`src/rtl/branch_resolve_predict.sv`:
```
// Branch resolution unit with a 2-bit saturating-counter BHT, registered
// mispredict pulse and saturating branch/mispredict statistics.
module branch_resolve_predict #(
    parameter int unsigned IDX_W     = 4,
    parameter int unsigned PC_W      = 16,
    parameter logic [1:0]  CTR_INIT  = 2'b01,
    parameter int unsigned CNT_W     = 16,
    parameter bit          OVF_AWARE = 1'b0
) (
    input  logic             clk,
    input  logic             rst,
    input  logic [PC_W-1:0]  f_pc,
    output logic             f_pred_taken,
    input  logic             ex_valid,
    input  logic [PC_W-1:0]  ex_pc,
    input  logic [3:0]       ex_op,
    input  logic             ex_pred_taken,
    input  logic             SF,
    input  logic             ZF,
    input  logic             OF,
    input  logic             CF,
    output logic             brchcnd,
    output logic             setrd,
    output logic             mispredict,
    output logic             mp_taken,
    output logic [CNT_W-1:0] br_count,
    output logic [CNT_W-1:0] mp_count
);

    localparam int unsigned DEPTH = 1 << IDX_W;

    localparam logic [3:0] OP_BEQZ = 4'd1;
    localparam logic [3:0] OP_BNEZ = 4'd2;
    localparam logic [3:0] OP_BLTZ = 4'd3;
    localparam logic [3:0] OP_BGEZ = 4'd4;
    localparam logic [3:0] OP_JUMP = 4'd5;
    localparam logic [3:0] OP_SEQ  = 4'd6;
    localparam logic [3:0] OP_SLT  = 4'd7;
    localparam logic [3:0] OP_SLE  = 4'd8;
    localparam logic [3:0] OP_SCO  = 4'd9;

    logic [1:0]       bht_q [DEPTH];
    logic             mispredict_q, mp_taken_q;
    logic [CNT_W-1:0] br_count_q, mp_count_q;

    logic             lt_c, is_cond_c, is_jump_c, mp_event_c;
    logic [IDX_W-1:0] f_idx, ex_idx;

    // PC bit 0 and the bits above the index only feed aliasing; fold them away.
    logic unused_pc_bits;
    assign unused_pc_bits = ^{f_pc, ex_pc};

    assign f_idx        = f_pc[IDX_W:1];
    assign ex_idx       = ex_pc[IDX_W:1];
    assign f_pred_taken = bht_q[f_idx][1];

    assign lt_c = OVF_AWARE ? (SF ^ OF) : SF;

    // Condition evaluation, fully gated by ex_valid.
    always_comb begin
        brchcnd   = 1'b0;
        setrd     = 1'b0;
        is_cond_c = 1'b0;
        is_jump_c = 1'b0;
        if (ex_valid) begin
            unique case (ex_op)
                OP_BEQZ: begin brchcnd = ZF;        is_cond_c = 1'b1; end
                OP_BNEZ: begin brchcnd = ~ZF;       is_cond_c = 1'b1; end
                OP_BLTZ: begin brchcnd = SF;        is_cond_c = 1'b1; end
                OP_BGEZ: begin brchcnd = ZF | ~SF;  is_cond_c = 1'b1; end
                OP_JUMP: begin brchcnd = 1'b1;      is_jump_c = 1'b1; end
                OP_SEQ:  setrd = ZF;
                OP_SLT:  setrd = lt_c;
                OP_SLE:  setrd = lt_c | ZF;
                OP_SCO:  setrd = CF;
                default: ;
            endcase
        end
    end

    assign mp_event_c = (is_cond_c | is_jump_c) & (ex_pred_taken != brchcnd);

    // Reset wins over a simultaneous resolve: no training, no pulse, no count.
    always_ff @(posedge clk) begin
        if (rst) begin
            for (int i = 0; i < int'(DEPTH); i++) begin
                bht_q[i] <= CTR_INIT;
            end
            mispredict_q <= 1'b0;
            mp_taken_q   <= 1'b0;
            br_count_q   <= '0;
            mp_count_q   <= '0;
        end else begin
            if (is_cond_c) begin
                if (brchcnd && (bht_q[ex_idx] != 2'b11)) begin
                    bht_q[ex_idx] <= bht_q[ex_idx] + 2'd1;
                end else if (!brchcnd && (bht_q[ex_idx] != 2'b00)) begin
                    bht_q[ex_idx] <= bht_q[ex_idx] - 2'd1;
                end
                if (br_count_q != '1) begin
                    br_count_q <= br_count_q + CNT_W'(1);
                end
            end
            mispredict_q <= mp_event_c;
            mp_taken_q   <= brchcnd;
            if (mp_event_c && (mp_count_q != '1)) begin
                mp_count_q <= mp_count_q + CNT_W'(1);
            end
        end
    end

    assign mispredict = mispredict_q;
    assign mp_taken   = mp_taken_q;
    assign br_count   = br_count_q;
    assign mp_count   = mp_count_q;

endmodule

```
`config.mk`:
```
export PLATFORM = sky130hd
export DESIGN_NAME = branch_resolve_predict
export DESIGN_NICKNAME = d
export VERILOG_FILES = /design/src/rtl/branch_resolve_predict.sv
export SDC_FILE = /design/constraint.sdc
export NUM_CORES = 1
export LEC_CHECK = 0
export ABC_AREA = 1
export ABC_CLOCK_PERIOD_IN_PS = 2200
export CAP_MARGIN = 20
export CORE_MARGIN = 2
export CORE_UTILIZATION = 30
export DETAILED_ROUTE_END_ITERATION = 10
export SYNTH_ARGS = -nofsm -noshare
export SYNTH_HDL_FRONTEND = slang
export SYNTH_SLANG_ARGS = --single-unit
```
`constraint.sdc`:
```
create_clock -name clk -period 2.2 [get_ports clk]
set_input_delay 0.22 -clock clk [delete_from_list [all_inputs] [get_ports clk]]
set_output_delay 0.22 -clock clk [all_outputs]
set_load 0.01 [all_outputs]
```
# Word-level counts from Yosys, hierarchy flattened

Memory sizes are Yosys's and may differ from the RTL's.
Index checks and enable logic that the tools add are counted.
Widths: inputs -> output; s select.

Bits in writable memories: 32
Output and inout port bits: 37
Latch bits: 0
Memories: 1
Register bits: 34
Memory bits (read-only): 0

Memories:

| name  | depth | bits a word | read ports | clocked after memory_dff | write ports | RTL line | text |
|---|---|---|---|---|---|---|---|
| bht_q | 16    | 2           | 2          | 0                        | 16          | 42       | `logic [1:0] bht_q [DEPTH];` |

Shifts and indexed selects: 0
Bitwise gates (word level): 7
Add/subtract/negate cells: 4
Muxes and demuxes: 23
$lt $le $gt $ge: 0
Reduce and logical (&&, ||, !) cells: 8
Multipliers: 0
Div/mod/pow operators: 0
Equal/unequal tests: 13

Operator list:

| cell                  | number |
|---|---|
| $add 16x1->16 const B | 2 |
| $ne 16x16->1 const B  | 2 |
| $mux 1                | 18 |
| $eq 4x3->1 const B    | 4 |
| $eq 4x2->1 const B    | 2 |
| $eq 4x4->1 const B    | 2 |
| $pmux 1 s5            | 1 |
| $eq 4x1->1 const B    | 1 |
| $mux 2                | 2 |
| $mux 4                | 1 |
| $or 1x1->1            | 4 |
| $pmux 1 s4            | 1 |
| $reduce_or 4->1       | 1 |
| $logic_and 1x1->1     | 3 |
| $add 2x1->2 const B   | 1 |
| $ne 2x2->1 const B    | 1 |
| $not 1->1             | 2 |
| $reduce_and 2->1      | 1 |
| $reduce_bool 2->1     | 1 |
| $reduce_or 2->1       | 1 |
| $sub 2x1->2 const B   | 1 |
| $and 1x1->1           | 1 |
| $logic_not 1->1       | 1 |
| $ne 1x1->1            | 1 |

# Longest topological paths before layout

Depth after elaboration: 14
Gate-level depth with buffers: 16

# Least setup slack after synthesis

No wires, ideal clock.

Kind: input-to-reg
From: in ex_pc[1]
To: mem bht_q[10][0], enable pin
Stages: 15
Setup slack: 0.494 ns
Path buffers: 3
Data arrival time: 1.446 ns
Setup time: 0.260 ns
Cells stage by stage: buf_6 -> buf_8 -> nand2_1 -> nand2_1 -> nand2_1 -> nand2_1 -> nand2_1 -> nand2_1 -> nor2_1 -> nand2_4 -> nand2_2 -> nand2_4 -> buf_6 -> nand3_1 -> nand2_1

RTL lines:

| element         | RTL line | text |
|---|---|---|
| start, declared | 15       | `input logic [PC_W-1:0] ex_pc,` |
| end, declared   | 42       |  |

==> impl_results.md <==
* Status: finished clean
* Share of cells above drive strength 1 at 16.9%
* Clock transition at path regs at 0.06 ns
* DR DRC count at 0
* Max Slew Vio Count at 0
* Post-Synthesis Cells at roughly 550
* Worst Hold Path Cells at 2
* Synth Area in Adders at 0.625%
* Hold crit path type: flop to flop
* Cell leakage power at approximately 2.1 nW
* Final Hold Viols at 0
* Final antenna-violating net count at 0
* Clock buffer count from CTS at 9
* Clock Tree Root: clkbuf_16
* Maxcap violations at 0
* Post-detail-place hpwl at between 7 and 8 mm
* Final cycle utilization of the critical path at 94.4%
* Worst slew pin tran at 0.331 ns
* Post-synthesis sequential area ratio at 41.0%
* Initial core utilization at 30.5%
* Placed Area at 0.00504 sq mm
* Slew margin rel. at between 70% and 80%
* Reg-to-reg endpoint: bht_q[4][1]
* Clock buffer depth at 2
* Yosys cell types at 36
* Cell count after placement at 808
* Cts hold-fix bufs at 0
* Met2 GRT Util at 25.5%
* CP Data Required Time at 2.29 ns
* Global routing usage on met1 at 20.1%
* Layout area overhead at 35.7%
* R2R depth at 14
* Global-route usage over all layers at between 10% and 20%
* Flop2flop setup slack at 0.31 ns
* Largest family of logic cells by synthesized area: simple AND/OR/NAND/NOR gates
* Most frequent cells in the layout: nand2_1, clkdlybuf4s50_1, nor2_1, buf_4, nand4_1
* Vias/cell at 4.77
* CORE AREA at 0.0131 sq mm
* Post-Synth Simple-Gate Area at 38.6%
* Critical path arrival at 2.17 ns
* PwrDens at approximately 590 mW/mm^2
* Min-delay src: mp_count[8]
* Post-Syn Nets at a little under 600
* Min cycle time layout at 2.08 ns
* Antenna violations before repair at 0
* Most common cell after layout, fill and taps aside: nand2_1
* RD Place Congestion at 0.850
* Skew final at 0.00506 ns
* Setup WS post-layout at 0.123 ns
* Hold endpoint: mp_count[8]
* Post-Syn Area at ~0.004 sq mm
* Cell-internal power at 0.00242 W
* Worst setup EP type: flop
* VDD IR-drop max at 0.000257 V
* Die footprint at 0.0143 sq mm
* CTS tree: done
* Crit Path Class: input pin to flop
* Mux share of post-synthesis cell area at roughly 1.3%
* Hold_ws at 0.493 ns
* Vias in the first global route at around 3800
* CTS sink cnt at 66
* Syn avg cell area at 7.32 sq um
* # rows at 42
* Switching Fraction at 25.0%
* CTS H-tree lvls at 3
* Logic pwr share at 13.4%
* IO buf count at 55
* First-pass GRT wire length at 17.8 mm
* XOR/XNOR share of the synthesized area at approximately 4%
* Clock power frac at ~46%
* Finish-stage setup viols at 0
* Synth Warn # at 0
* Complex-gate fraction of the synthesized area at 7.19%
* Wire per inst at 12.9 um
* RR Startpoint: bht_q[11][1]
* Place WS at -0.248 ns
* Largest net degree at the start of global routing at 32
* #FFs+latches synth at 66
* Chip Width at 120 um
* CP startpoint kind: input pin
* Design Area, Final at 0.00543 sq mm
* Inserted Diodes at 0
* Via count at 3949
* # fillers at 1365
* FMAX at ~480 MHz
* Number of DRC markers in iteration 0 at 161
* I/O Pins at 81
* Most Used Layer, Global Route: met2
* Final std cells w/o fill at 828
* Clk_lat worst skew at about 0.33 ns
* First-pass DRT Iterations at 4
* Fin nets at 693
* Met3 Resource Use GR at between 3 and 4%
* Net Switching at 0.000806 W
* CP Max Fanout at 17
* GR Overflow Total at 0
* Flop pwr share at between 40% and 50%
* Post-layout util at 41.3%
* Routed WL at 10.7 mm
* Die height at 120 um
-- sequential cells by signal, summed over array words and instances, names as in the netlist --
signal / count
mispredict: 1
br_count: 16
bht_q: 32
mp_count: 16
mp_taken: 1
-- routing by layer --
metal  up-vias  wire length, um
li1       2027                -
met1      1819             4890
met2        88             5100
met3        15              517
met4         0              155
met5         -                0
-- through the flow --
stage / total power (W) / TNS [ns]
2_1_floorplan: 0.00158 / 0
3_3_place_gp: 0.00173 / -9.98
3_5_place_dp: 0.00174 / -11.81
4_1_cts: 0.00322 / 0
5_1_grt: 0.00336 / -0.0201
6_report: 0.00323 / 0
-- cells by family (layout without fill, tap and decap cells) --
family / count (synthesis) / after routing
AO/OA/AOI/OAI: 54 / 54
XOR/XNOR: 18 / 18
adder cells (fa/ha/maj): 2 / 2
buffers and inverters: 62 / 166
flip-flops: 66 / 66
multiplexers: 5 / 5
AND/OR/NAND/NOR: 340 / 341
-- cell type report --
type / count / area [sq um] / area share [%]
Timing Repair Buffer: 108 / 993 / 18.3
Tap cell: 176 / 220 / 4.05
Clock buffer: 13 / 297 / 5.46
Multi-Input combinational cell: 420 / 2100 / 38.7
Inverter: 42 / 160 / 2.95
Sequential cell: 66 / 1640 / 30.2
Clock inverter: 3 / 17.5 / 0.323
-- how the worst max path moves through the flow --
stage	startpoint	endpoint	slack [ns]	depth (start not counted)
final	ex_pc[1]	bht_q[4][1]	0.12	16
after detailed placement	ex_pc[1]	bht_q[3][0]	-0.25	14
after floorplan	ex_pc[1]	bht_q[10][0]	0.49	15
after global placement	ex_pc[1]	bht_q[8][1]	-0.20	14
after CTS	ex_op[1]	setrd	0.03	9
after global routing	ex_pc[1]	bht_q[13][1]	-0.008	16
-- critical path, cell delays in order --
cell and delay [ns]:
clkdlybuf4s50_1 0.57, inv_4 0.13, nand2_1 0.08, nand2_1 0.06
nand2_1 0.06, nand2_1 0.05, nand2_1 0.06, nand2_1 0.08
nor2_1 0.18, nand2_4 0.08, nand2_4 0.12, buf_4 0.13
nand2_2 0.05, nand3_4 0.08, buf_4 0.16, nor2_1 0.05
-- Yosys cell counts, drive strengths merged --
library cell / n / area, sq um
buf: 12 / 108
nand2: 192 / 758
mux2: 1 / 11.3
o211ai: 2 / 15.0
nor2: 64 / 283
edfxtp: 32 / 961
and3: 1 / 6.26
xnor2: 7 / 61.3
nand4: 37 / 231
o21ai: 15 / 75.1
clkbuf: 8 / 30.0
nand3b: 1 / 7.51
xor2: 11 / 96.3
dfxtp: 34 / 681
mux2i: 4 / 40.0
nor3b: 1 / 7.51
nor3: 10 / 55.1
nor4: 2 / 12.5
ha: 2 / 25.0
a21oi: 35 / 183
nand3: 32 / 183
inv: 41 / 154
o31ai: 2 / 15.0
clkinv: 1 / 3.75
-- timing repair --
action                                  4_1_cts  5_1_grt
gates cloned                                  0        1
endpoints found under the setup margin        3       51
buffers inserted                              0        3
resized for setup                             3        9
-- power by group through the flow --
stage	Sequential [W]	Clock, W	Combinational, W
5_1_grt	0.00131	0.00157	0.000477
6_report	0.00131	0.00148	0.000433
3_5_place_dp	0.00134	0	0.000401
3_3_place_gp	0.00134	0	0.000397
4_1_cts	0.00131	0.00151	0.000403
2_1_floorplan	0.00134	0	0.000239
Power figures use the tool's default switching activity.
